## config.mk

```make
export PLATFORM = sky130hd
export DESIGN_NAME = im_loader_flat
export DESIGN_NICKNAME = d
export VERILOG_FILES = /design/src/rtl/im_pkg.sv /design/src/rtl/im_loader_if.sv /design/src/rtl/im_word_asm.sv /design/src/rtl/im_loader.sv /design/src/flat_wrapper.sv
export SDC_FILE = /design/constraint.sdc
export NUM_CORES = 1
export LEC_CHECK = 0
export BUFFER_PORTS_ARGS = -buffer_cell sky130_fd_sc_hd__buf_2
export CAP_MARGIN = 10
export CELL_PAD_IN_SITES_DETAIL_PLACEMENT = 1
export CELL_PAD_IN_SITES_GLOBAL_PLACEMENT = 1
export CORE_ASPECT_RATIO = 1.1
export CORE_UTILIZATION = 37
export CTS_CLUSTER_SIZE = 16
export DETAILED_ROUTE_END_ITERATION = 8
export PLACE_DENSITY = 0.73
export SLEW_MARGIN = 20
export SYNTH_ARGS = -nofsm -noshare
export SYNTH_HDL_FRONTEND = slang
export SYNTH_SLANG_ARGS = --single-unit
```

## constraint.sdc

```tcl
create_clock -name clk -period 2.75 [get_ports clk]
set_clock_uncertainty 0.15 [all_clocks]
set_input_delay 0.6875 -clock clk [delete_from_list [all_inputs] [get_ports clk]]
set_output_delay 0.6875 -clock clk [all_outputs]
set_load 0.01 [all_outputs]
```

## src/rtl/im_pkg.sv

```systemverilog
// Shared types and constants for the instruction-memory loader.
// Latency: n/a (declarations only).
// Backpressure: n/a. IM_LOADER_CHECKSUM_EN adds the CSUM state to the enum.
package im_pkg;

    localparam int IM_WORD_W        = 32;
    localparam int IM_DEPTH_DEFAULT = 32;

    // Loader FSM states; CSUM only exists when the trailing checksum byte is in use.
    typedef enum logic [2:0] {
        IDLE = 3'd0,
        LEN  = 3'd1,
        DATA = 3'd2,
        FIN  = 3'd3
`ifdef IM_LOADER_CHECKSUM_EN
        ,
        CSUM = 3'd4
`endif
    } im_state_t;

endpackage

```

## src/rtl/im_loader_if.sv

```systemverilog
// Byte-stream input and instruction-memory write port of the loader.
// Latency: n/a (wiring only).
// Backpressure: in_ready gates the byte stream; the write port has none.
interface im_loader_if #(
    parameter int ADDR_W = 5
);
    import im_pkg::*;

    logic                 in_valid;
    logic [7:0]           in_byte;
    logic                 in_ready;
    logic                 im_we;
    logic [ADDR_W-1:0]    im_addr;
    logic [IM_WORD_W-1:0] im_wdata;

    // Loader side: consumes bytes, produces memory writes.
    modport slave (
        input  in_valid,
        input  in_byte,
        output in_ready,
        output im_we,
        output im_addr,
        output im_wdata
    );

    // Host side: produces bytes, observes memory writes.
    modport master (
        output in_valid,
        output in_byte,
        input  in_ready,
        input  im_we,
        input  im_addr,
        input  im_wdata
    );

endinterface

```

## src/rtl/im_word_asm.sv

```systemverilog
// Big-endian byte-to-word shift register with a 2-bit byte counter.
// Latency: word_valid pulses one cycle after the 4th byte is taken.
// Backpressure: none; the caller only asserts take on accepted bytes.
module im_word_asm
    import im_pkg::*;
(
    input  logic                 clk,
    input  logic                 rst_n,
    input  logic                 clr,
    input  logic                 take,
    input  logic [7:0]           byte_in,
    output logic [IM_WORD_W-1:0] word,
    output logic                 word_valid
);

    logic [1:0]           cnt;
    logic [IM_WORD_W-1:0] shreg;

    // Shift each accepted byte in at the bottom so byte 0 ends up in [31:24].
    always_ff @(posedge clk or negedge rst_n) begin
        if (!rst_n) begin
            cnt        <= 2'd0;
            shreg      <= '0;
            word_valid <= 1'b0;
        end else if (clr) begin
            cnt        <= 2'd0;
            shreg      <= '0;
            word_valid <= 1'b0;
        end else begin
            word_valid <= take && (cnt == 2'd3);
            if (take) begin
                shreg <= {shreg[IM_WORD_W-9:0], byte_in};
                cnt   <= cnt + 2'd1;
            end
        end
    end

    assign word = shreg;

endmodule

```

## src/rtl/im_loader.sv

```systemverilog
// Loads a length-prefixed byte stream into instruction memory while holding the CPU.
// Latency: im_we one cycle after a word's 4th byte; done one cycle after the last write.
// Backpressure: in_ready drops for the im_we cycle (one bubble per word). Macro: IM_LOADER_CHECKSUM_EN.
module im_loader
    import im_pkg::*;
#(
    parameter int DEPTH  = IM_DEPTH_DEFAULT,
    parameter int ADDR_W = $clog2(DEPTH)
) (
    input  logic       clk,
    input  logic       rst_n,
    input  logic       start,
    im_loader_if.slave bus,
    output logic       cpu_hold,
    output logic       done,
    output logic       err
);

    im_state_t            state;
    im_state_t            state_nxt;
    logic [ADDR_W-1:0]    word_idx;
    logic [7:0]           len_q;
    logic                 err_q;
    logic                 err_set;
    logic                 sess_clr;
    logic                 ready;
    logic                 we;
    logic                 take;
    logic                 len_ok;
    logic                 last_word;
    logic                 word_valid;
    logic [IM_WORD_W-1:0] word;

`ifdef IM_LOADER_CHECKSUM_EN
    logic [7:0] sum_q;
    logic       csum_ok;

    // Sum of everything seen so far plus the trailing byte must wrap to zero.
    assign csum_ok = (sum_q + bus.in_byte) == 8'd0;
`endif

    assign take      = bus.in_valid && ready;
    assign len_ok    = (bus.in_byte != 8'd0) && (int'({24'd0, bus.in_byte}) <= DEPTH);
    assign last_word = (int'(word_idx) + 1) == int'({24'd0, len_q});

    // State register; reset aborts any session in progress.
    always_ff @(posedge clk or negedge rst_n) begin
        if (!rst_n) begin
            state <= IDLE;
        end else begin
            state <= state_nxt;
        end
    end

    // Next state, handshake and write strobe.
    always_comb begin
        state_nxt = state;
        err_set   = 1'b0;
        sess_clr  = 1'b0;
        ready     = 1'b0;
        we        = 1'b0;
        case (state)
            IDLE: begin
                if (start) begin
                    state_nxt = LEN;
                    sess_clr  = 1'b1;
                end
            end
            LEN: begin
                ready = 1'b1;
                if (bus.in_valid) begin
                    if (len_ok) begin
                        state_nxt = DATA;
                    end else begin
                        err_set   = 1'b1;
                        state_nxt = IDLE;
                    end
                end
            end
            DATA: begin
                // The write cycle doubles as the per-word bubble.
                we    = word_valid;
                ready = !word_valid;
                if (word_valid && last_word) begin
`ifdef IM_LOADER_CHECKSUM_EN
                    state_nxt = CSUM;
`else
                    state_nxt = FIN;
`endif
                end
            end
`ifdef IM_LOADER_CHECKSUM_EN
            CSUM: begin
                ready = 1'b1;
                if (bus.in_valid) begin
                    if (csum_ok) begin
                        state_nxt = FIN;
                    end else begin
                        err_set   = 1'b1;
                        state_nxt = IDLE;
                    end
                end
            end
`endif
            FIN: begin
                state_nxt = IDLE;
            end
            default: begin
                state_nxt = IDLE;
            end
        endcase
    end

    // Session bookkeeping: word count, write index and sticky error.
    always_ff @(posedge clk or negedge rst_n) begin
        if (!rst_n) begin
            word_idx <= '0;
            len_q    <= 8'd0;
            err_q    <= 1'b0;
        end else begin
            if (sess_clr) begin
                word_idx <= '0;
                err_q    <= 1'b0;
            end
            if (err_set) begin
                err_q <= 1'b1;
            end
            if ((state == LEN) && take) begin
                len_q <= bus.in_byte;
            end
            if (we) begin
                word_idx <= word_idx + ADDR_W'(1);
            end
        end
    end

`ifdef IM_LOADER_CHECKSUM_EN
    // Running 8-bit sum over the length byte and every data byte.
    always_ff @(posedge clk or negedge rst_n) begin
        if (!rst_n) begin
            sum_q <= 8'd0;
        end else if (sess_clr) begin
            sum_q <= 8'd0;
        end else if (take && ((state == LEN) || (state == DATA))) begin
            sum_q <= sum_q + bus.in_byte;
        end
    end
`endif

    im_word_asm u_word_asm (
        .clk        (clk),
        .rst_n      (rst_n),
        .clr        (sess_clr),
        .take       (take && (state == DATA)),
        .byte_in    (bus.in_byte),
        .word       (word),
        .word_valid (word_valid)
    );

    assign bus.in_ready = ready;
    assign bus.im_we    = we;
    assign bus.im_addr  = word_idx;
    assign bus.im_wdata = word;
    assign cpu_hold     = (state != IDLE);
    assign done         = (state == FIN);
    assign err          = err_q;

endmodule

```

## src/flat_wrapper.sv

```systemverilog
// flat-port wrapper written by rule: the top's interface ports become plain ports
module im_loader_flat import im_pkg::*;
#(
    parameter int DEPTH  = IM_DEPTH_DEFAULT,
    parameter int ADDR_W = $clog2(DEPTH)
)
  (clk, rst_n, start, cpu_hold, done, err, bus_in_valid, bus_in_byte, bus_in_ready, bus_im_we, bus_im_addr, bus_im_wdata);
  im_loader_if #(.ADDR_W(ADDR_W)) bus_i ();
  input  logic clk;
  input  logic rst_n;
  input  logic start;
  output logic cpu_hold;
  output logic done;
  output logic err;
  input wire logic [$bits(bus_i.in_valid)-1:0] bus_in_valid;
  input wire logic [$bits(bus_i.in_byte)-1:0] bus_in_byte;
  output wire logic [$bits(bus_i.in_ready)-1:0] bus_in_ready;
  output wire logic [$bits(bus_i.im_we)-1:0] bus_im_we;
  output wire logic [$bits(bus_i.im_addr)-1:0] bus_im_addr;
  output wire logic [$bits(bus_i.im_wdata)-1:0] bus_im_wdata;
  assign bus_i.in_valid = bus_in_valid;
  assign bus_i.in_byte = bus_in_byte;
  assign bus_in_ready = bus_i.in_ready;
  assign bus_im_we = bus_i.im_we;
  assign bus_im_addr = bus_i.im_addr;
  assign bus_im_wdata = bus_i.im_wdata;
  im_loader #(.DEPTH(DEPTH), .ADDR_W(ADDR_W)) u_core (.clk(clk), .rst_n(rst_n), .start(start), .bus(bus_i), .cpu_hold(cpu_hold), .done(done), .err(err));
endmodule
```

==> flow_summary_export.csv, run 1 <==
group,metric,value,unit
grt,grt_pass1_vias,2011,
floorplanning,ios,54,
timing,worst_pin_slew,0.534,ns
yosys,synth_seq_cells,51,
grt,gr-total-overflow,0,
status,status,"finished clean",
timing,rsz0062_at_grt,"no",
flow_run,cap_violations,0,
drt,drc,0,
yosys,synth_seq_area_share,0.546,
placement,dp_hpwl,4090,microns
timing,finalSetupViolCount,0,
drt,vias,1951,
timing,setup-tns-final,0,ns
critical_path,endpoint_kind,"output pin",
placement,place_congestion,0.782,
drt,wirelength,5800,microns
clock_network,holdBufCountCts,0,
power,leakage,1.37,nW
critical_path,startpoint_type,"flip-flop",
yosys,synthArstFlopShare,1.00,
floorplanning,dieArea,6640,sq um
timing,min_period,2.49,ns
layout,nets,318,
timing,timing.final.ws_setup,0.263,ns
floorplanning,rows,30,
yosys,synth_ff_type,"dfrtp_1",
critical_path,critical_path_class,"flip-flop to output pin",
min_path,hold_path_class,"primary input to async pin",
floorplanning,die_x,77.8,microns
timing,slew_violations,0,
layout,insertedDiodeCount,0,
drt,drt_iter0_markers,94,
critical_path,cp_slowest_cell,"dfrtp_1",
grt,antenna_found_initial,0,
layout,drive_gt1_frac,0.229,
placement,io_buffers,53,
clock_network,clk_path_buf_depth,2,
critical_path,path_cells,"inv_1 > ha_1 > nand2_1 > inv_2 > buf_2",
yosys,synthesis.instances,247,
clock_network,post_cts_resized,0,
clock_network,clk_latency,0.30,ns
timing,fmax,0.402,GHz
drt,wl_per_cell,15.2,microns
yosys,synth-edff-count,0,
timing,timing_hold_violations_final,0,
layout,most-common-layout-cells,"nand2_1 (76), buf_2 (53), dfrtp_1 (51)",
clock_network,h-tree-depth,2,
critical_path,crit_arrival,1.65,ns
clock_network,root_buffer,"clkbuf_8",
yosys,syn_nets,265,
clock_network,cts_buffers,5,
critical_path,crit_fanout,8,
layout,final_common_cell,"nand2_1",
power,power_density,893,nW/um^2
grt,track_usage,0.192,
power,finalPower,2.49,mW
clock_network,path_clk_slew,0.09,ns
clock_network,cts_setup_buffers,0,
yosys,ys_warn_count,0,
critical_path,slowest_delay,0.44,ns
layout,area_growth,19.3,%
grt,grt_max_degree,36,
drt,ant_nets,0,
timing,max-slew-margin-rel,0.644,
clock_network,numClockSinks,51,
floorplanning,initial_core_util,0.382,
timing,fin_crit_sh,0.905,
yosys,syn_area,2340,sq um
power,ir_drop,0.425,mV
drt,drt-pass1-iter-count,4,
clock_network,tritoncts,"yes",
critical_path,worst_ep_required_time,1.91,ns
placement,preCtsSetupSlack,0.439,ns
drt,viasPerCell,5.12,
floorplanning,dieHeight,85.4,microns
grt,grt_pass1_wl,9970,microns
floorplanning,core_area,6120,sq um
yosys,synth_cell_types,36,
yosys,avgSynthCellArea,9.47,sq um
==> worst paths after layout <==
| kind | start | endpoint | slack (ns) | cells past startpoint |
|---|---|---|---|---|
| min in group clk | u_core.len_q[7]$_DFFE_PN0P_ | u_core.len_q[7]$_DFFE_PN0P_ | 0.36 | 1 |
| max reg2reg | u_core.bus.im_addr[0]$_DFFE_PN0P_ | u_core.state[1]$_DFFE_PN0P_ | 0.49 | 6 |
| min | rst_n | u_core.u_word_asm.word[31]$_DFFE_PN0P_ | 0.20 | 1 |
| min reg2reg | u_core.len_q[7]$_DFFE_PN0P_ | u_core.len_q[7]$_DFFE_PN0P_ | 0.36 | 1 |
| max in group asynchronous | rst_n | u_core.u_word_asm.word[15]$_DFFE_PN0P_ | 1.71 | 2 |
| max | u_core.state[0]$_DFFE_PN0P_ | bus_im_we | 0.26 | 5 |
==> sequential cells by signal, summed over array words and instances (netlist names) <==
register and count:
u_core.err 1, u_core.u_word_asm.cnt 2, u_core.u_word_asm.word 32, u_core.bus.im_addr 5
u_core.state 2, u_core.len_q 8, u_core.u_word_asm.word_valid 1
==> synthesized netlist by cell type, types with 2 or more instances <==
cell type,count,area (sq um)
xnor2_1,6,52.6
nor2_1,11,41.3
nand4_1,4,25.0
and3_1,3,18.8
buf_2,3,15.0
ha_1,6,75.1
o21ai_0,2,10.0
nand3_1,3,15.0
inv_1,4,15.0
dfrtp_1,51,1280
a21boi_1,2,15.0
inv_2,3,11.3
nand2_1,76,285
mux2_1,8,90.1
o21ai_1,5,25.0
clkbuf_1,7,26.3
a21oi_1,34,170
==> per-layer routing <==
layer,wire [microns],GRT usage
met5,0,0
met4,70,0.0532
met3,160,0.0355
met2,2900,0.323
met1,2670,0.252
==> report_power, final <==
| part | switching, mW | internal [mW] |
|---|---|---|
| registers | 0.161 | 0.950 |
| clock network | 0.256 | 0.179 |
| logic | 0.558 | 0.386 |
| total | 0.976 | 1.51 |
==> final cells by class <==
type | count | area, sq um
Clock buffer | 6 | 72.6
Timing Repair Buffer | 57 | 308
Clock inverter | 2 | 12.5
Fill cell | 746 | 3330
Tap cell | 80 | 100
Multi-Input combinational cell | 178 | 993
Sequential cell | 51 | 1280
Inverter | 7 | 26.3
==> worst max-delay path: cells and delay by family, from the launching register on <==
family        cells  cell delay [ns]
fa+ha+maj         1             0.32
buf+inv           3             0.40
flops             1             0.44
simple gates      1             0.19
==> metrics by stage <==
stage | hold WS [ns] | utilization | instances | instance area, sq um
final | 0.201 | 0.456 | 381 | 2790
after global routing | 0.234 | 0.456 | 381 | 2790
after CTS | 0.217 | 0.456 | 381 | 2790
after detailed placement | 0.337 | 0.442 | 373 | 2700
after global placement | 0.325 | 0.442 | 373 | 2700
after floorplan | 0.242 | - | 247 | 2340
==> cells by family after synthesis <==
kind of cell,after synthesis,share of synthesized area
AND/OR/NAND/NOR,103,0.186
AO/OA/AOI/OAI,52,0.127
flip-flops,51,0.546
buffers and inverters,18,0.0305
multiplexers,9,0.0428
XOR/XNOR,8,0.0358
adder cells (fa/ha/maj),6,0.0321
No activity file was read; power rests on OpenSTA's default activity.
==> run 2: changes to the inputs <==
CELL_PAD_IN_SITES_DETAIL_PLACEMENT = 2   (was 1)
CELL_PAD_IN_SITES_GLOBAL_PLACEMENT = 2   (was 1)
CORE_UTILIZATION = 32   (was 37)
PLACE_DENSITY = 0.78   (was 0.73)
clock period = 2.6 ns   (was 2.75 ns; I/O delays follow)
==> run 2 against run 1 <==
Utilization down 5.7 points. Setup slack got worse by 0.064 ns. Clock-buffer cell count is the same. Combinational power rose by 7%. Routed wire length up 10%. Sequential share of layout area decreased by 0.37 points. Via count increased by 0.77%. Sequential power rose by 6%. Final area is 0.81% higher.
==> flow_summary_export.csv, run 2 (same netlist as run 1, synthesis figures left out) <==
group,metric,value,unit
status,status,"finished clean",
clock_network,cts_buffers,5,
power,leakage,1.38,nW
timing,rsz0062_at_grt,"no",
critical_path,endpoint_kind,"output pin",
drt,viasPerCell,5.09,
floorplanning,dieHeight,91.7,microns
placement,io_buffers,53,
grt,track_usage,0.181,
layout,seqCellArea,1280,sq um
floorplanning,initial_core_util,0.332,
placement,dp_hpwl,4590,microns
min_path,hold_path_class,"primary input to async pin",
layout,stdcell_area,2810,sq um
timing,finalSetupViolCount,0,
drt,wl_per_cell,16.6,microns
clock_network,root_buffer,"clkbuf_8",
timing,max-slew-margin-rel,0.668,
placement,place_inst,378,
placement,place_congestion,0.722,
grt,antenna_found_initial,0,
critical_path,worstSetupStartpoint,"u_core.state[0]$_DFFE_PN0P_",
floorplanning,die_x,83.5,microns
power,ir_drop,0.376,mV
clock_network,numClockSinks,51,
layout,final_common_cell,"nand2_1",
drt,drt-pass1-iter-count,4,
layout,most-common-layout-cells,"nand2_1 (76), buf_2 (53), dfrtp_1 (51)",
layout,largest_reg_flops,32,
timing,fin_crit_sh,0.923,
timing,setup-tns-final,0,ns
placement,preCtsSetupSlack,0.320,ns
timing,min_period,2.40,ns
grt,grt_pass1_vias,2134,
flow_run,cap_violations,0,
layout,nets,318,
timing,worst_pin_slew,0.498,ns
drt,drc,0,
timing,fmax,0.417,GHz
grt,grt_max_degree,36,
placement,dpl-instance-area,2710,sq um
drt,drt_iter0_markers,68,
critical_path,reg2reg_from,"u_core.bus.im_addr[0]$_DFFE_PN0P_",
critical_path,crit_fanout,8,
clock_network,clk_path_buf_depth,2,
critical_path,worst_ep_required_time,1.80,ns
layout,n_fill_cell,812,
power,power_density,957,nW/um^2
floorplanning,ios,54,
timing,timing.final.ws_setup,0.199,ns
timing,slew_violations,0,
clock_network,h-tree-depth,2,
clock_network,holdBufCountCts,0,
layout,area_growth,20.2,%
clock_network,cts_setup_buffers,0,
drt,vias,1966,
clock_network,path_clk_slew,0.10,ns
critical_path,startpoint_type,"flip-flop",
grt,grt_pass1_wl,11000,microns
clock_network,clk_latency,0.31,ns
layout,fin_util,0.399,
drt,ant_nets,0,
layout,insertedDiodeCount,0,
critical_path,crit_arrival,1.60,ns
floorplanning,rows,32,
layout,final_cells,386,
timing,timing_hold_violations_final,0,
critical_path,critical_path_class,"flip-flop to output pin",
layout,drive_gt1_frac,0.236,
grt,gr-total-overflow,0,
clock_network,tritoncts,"yes",
floorplanning,core_area,7050,sq um
drt,wirelength,6410,microns
layout,multiInputGateArea,996,sq um
floorplanning,dieArea,7650,sq um
## run 2: report_power, final
| part | internal, mW | leakage (nW) | total (mW) | switching [mW] |
|---|---|---|---|---|
| registers | 1.01 | 0.685 | 1.18 | 0.180 |
| clock network | 0.218 | 0.0474 | 0.493 | 0.275 |
| logic | 0.411 | 0.645 | 1.01 | 0.601 |
| total | 1.63 | 1.38 | 2.69 | 1.06 |
## run 2: final timing paths
| path | end | slack [ns] | cells past startpoint |
|---|---|---|---|
| max in group asynchronous | u_core.bus.im_addr[0]$_DFFE_PN0P_ | 1.61 | 2 |
| worst min register to register | u_core.len_q[6]$_DFFE_PN0P_ | 0.37 | 1 |
| worst max-delay path | bus_im_we | 0.20 | 5 |
| worst min-delay path | u_core.u_word_asm.word[18]$_DFFE_PN0P_ | 0.14 | 1 |
| worst max register to register | u_core.state[1]$_DFFE_PN0P_ | 0.41 | 6 |
| min in group clk | u_core.len_q[6]$_DFFE_PN0P_ | 0.37 | 1 |
## run 2: repair_timing
| action | CTS | global route |
|---|---|---|
| setup endpoints to repair | 0 | 1 |
| endpoints found under the hold margin | 0 | 0 |
| gates resized for setup | 0 | 1 |
## run 2: layer usage
metal / routed length (microns) / vias up / global-route usage
li1: - / 936 / -
met1: 2890 / 991 / 0.240
met2: 3260 / 31 / 0.307
met3: 160 / 8 / 0.0261
met4: 89 / 0 / 0.0593
met5: 0 / - / 0
## run 2: final cells by class
type,count,area share
inverters,7,0.00935
clock buffers,6,0.0294
flip-flops and latches,51,0.454
well taps,85,0.0378
repair buffers,57,0.109
clock inverters,2,0.00579
multi-input cells,178,0.354
## run 2: critical path: stages (launching register included)
cell	delay (ns)
dfrtp_1	0.44
inv_1	0.13
ha_2	0.27
nand2_1	0.17
inv_2	0.15
buf_2	0.14
## run 2: per-stage QoR
| stage | hold WS, ns | power, mW |
|---|---|---|
| floorplan | 0.204 | 1.82 |
| detailed placement | 0.338 | 2.24 |
| global route | 0.159 | 2.91 |
| finish | 0.140 | 2.69 |
| global placement | 0.327 | 2.19 |
| CTS | 0.156 | 2.74 |
==> run 3: changes to the inputs <==
GPL_TIMING_DRIVEN = 0   (was default)
==> run 3 against run 2 <==
Setup slack lost 0.0014 ns. Cell count grew 1.8%. Non-clock buffer count grew 7. Global-route usage shrank 0.38 points. Die area is the same. Critical path type unchanged. Largest power group unchanged. Highest routed layer unchanged.
==> flow_summary_export.csv, run 3 (same netlist as run 1, synthesis figures left out) <==
group,metric,value,unit
timing,fmax,0.416,GHz
grt,grt_max_degree,52,
critical_path,crit_fanout,8,
clock_network,cts_setup_buffers,0,
floorplanning,core_area,7050,sq um
timing,timing.final.ws_setup,0.198,ns
critical_path,worst_ep_required_time,1.80,ns
drt,wirelength,6330,microns
clock_network,path_clk_slew,0.10,ns
grt,grt.busiest_layer,"met2",
timing,fin_crit_sh,0.924,
critical_path,crit_arrival,1.60,ns
drt,wl_per_cell,16.1,microns
drt,drt_iter0_markers,68,
timing,slew_violations,0,
layout,final_common_cell,"nand2_1",
timing,rsz0062_at_grt,"no",
placement,io_buffers,53,
grt,gr-usage-met3,0.0261,
layout,seqCellArea,1280,sq um
floorplanning,rows,32,
power,ir_drop,0.345,mV
clock_network,clk_path_buf_depth,2,
floorplanning,dieArea,7650,sq um
timing,worst_pin_slew,0.689,ns
clock_network,tritoncts,"yes",
status,status,"finished clean",
timing,timing_hold_violations_final,0,
floorplanning,ios,54,
critical_path,critical_path_class,"flip-flop to output pin",
layout,area_growth,20.3,%
layout,nets,325,
critical_path,endpoint_kind,"output pin",
timing,finalSetupViolCount,0,
flow_run,cap_violations,0,
grt,met1_usage,0.245,
floorplanning,initial_core_util,0.332,
grt,track_usage,0.177,
floorplanning,dieHeight,91.7,microns
timing,finalHoldWorstSlack,0.214,ns
clock_network,holdBufCountCts,0,
clock_network,root_buffer,"clkbuf_8",
drt,vias,1989,
clock_network,post_cts_resized,0,
clock_network,cts_buffers,5,
grt,gr-total-overflow,0,
grt,grt_pass1_wl,10900,microns
timing,min_period,2.40,ns
floorplanning,die_x,83.5,microns
drt,drc,0,
layout,drive_gt1_frac,0.224,
layout,n_fill_cell,810,
timing,max-slew-margin-rel,0.539,
min_path,hold_path_class,"primary input to async pin",
placement,place_congestion,0.744,
layout,most-common-layout-cells,"nand2_1 (76), buf_2 (55), dfrtp_1 (51)",
power,leakage,1.38,nW
layout,largest_reg_flops,32,
placement,preCtsSetupSlack,0.309,ns
clock_network,clk_latency,0.30,ns
placement,dp_hpwl,4670,microns
timing,setup-tns-final,0,ns
critical_path,startpoint_type,"flip-flop",
grt,antenna_found_initial,0,
layout,multiInputGateArea,993,sq um
drt,drt-pass1-iter-count,4,
layout,fin_util,0.399,
power,power_density,956,nW/um^2
clock_network,h-tree-depth,2,
grt,grt_pass1_vias,2143,
drt,ant_nets,0,
grt,grtUsageMet2,0.297,
clock_network,numClockSinks,51,
layout,insertedDiodeCount,0,
drt,viasPerCell,5.06,
==> run 3: critical path: stages (launching register included) <==
cell and delay [ns]:
dfrtp_1 0.44, inv_1 0.14, ha_2 0.27, nand2_1 0.16, inv_2 0.14, buf_2 0.14
==> run 3: cell type report <==
cell class / count / area share
buffer: 11 / 0.0160
inverter: 7 / 0.00934
clock buffer: 6 / 0.0293
timing repair buffer: 53 / 0.0952
sequential: 51 / 0.454
clock inverter: 2 / 0.00578
multi-input combinational: 178 / 0.353
tap: 85 / 0.0378
==> run 3: metal layers <==
layer / vias up / wire length (microns) / part of all wire
met3: 2 / 157 / 0.025
met4: 0 / 42 / 0.0066
met2: 33 / 3150 / 0.50
met1: 1007 / 2990 / 0.47
met5: - / 0 / 0
li1: 947 / - / -
==> run 3: through the flow <==
stage	area [sq um]	power, mW	std cells
finish	2810	2.69	393
global route	2810	2.90	393
CTS	2810	2.73	393
detailed placement	2710	2.22	385
global placement	2710	2.18	385
floorplan	2340	1.82	247
==> run 3: worst paths after layout <==
path,startpoint,to,slack [ns],cells past startpoint
worst max-delay path,u_core.state[0]$_DFFE_PN0P_,bus_im_we,0.20,5
min in group clk,u_core.len_q[6]$_DFFE_PN0P_,u_core.len_q[6]$_DFFE_PN0P_,0.36,1
worst max register to register,u_core.state[0]$_DFFE_PN0P_,u_core.u_word_asm.cnt[0]$_DFFE_PN0P_,0.33,6
max in group asynchronous,rst_n,u_core.len_q[6]$_DFFE_PN0P_,1.63,1
worst min-delay path,rst_n,u_core.u_word_asm.word[24]$_DFFE_PN0P_,0.21,1
worst min register to register,u_core.len_q[6]$_DFFE_PN0P_,u_core.len_q[6]$_DFFE_PN0P_,0.36,1
==> run 3: power breakdown <==
part	total [mW]	switching, mW	leakage, nW	internal [mW]
registers	1.18	0.172	0.685	1.00
clock network	0.501	0.283	0.0474	0.218
logic	1.01	0.601	0.648	0.411
total	2.69	1.06	1.38	1.63
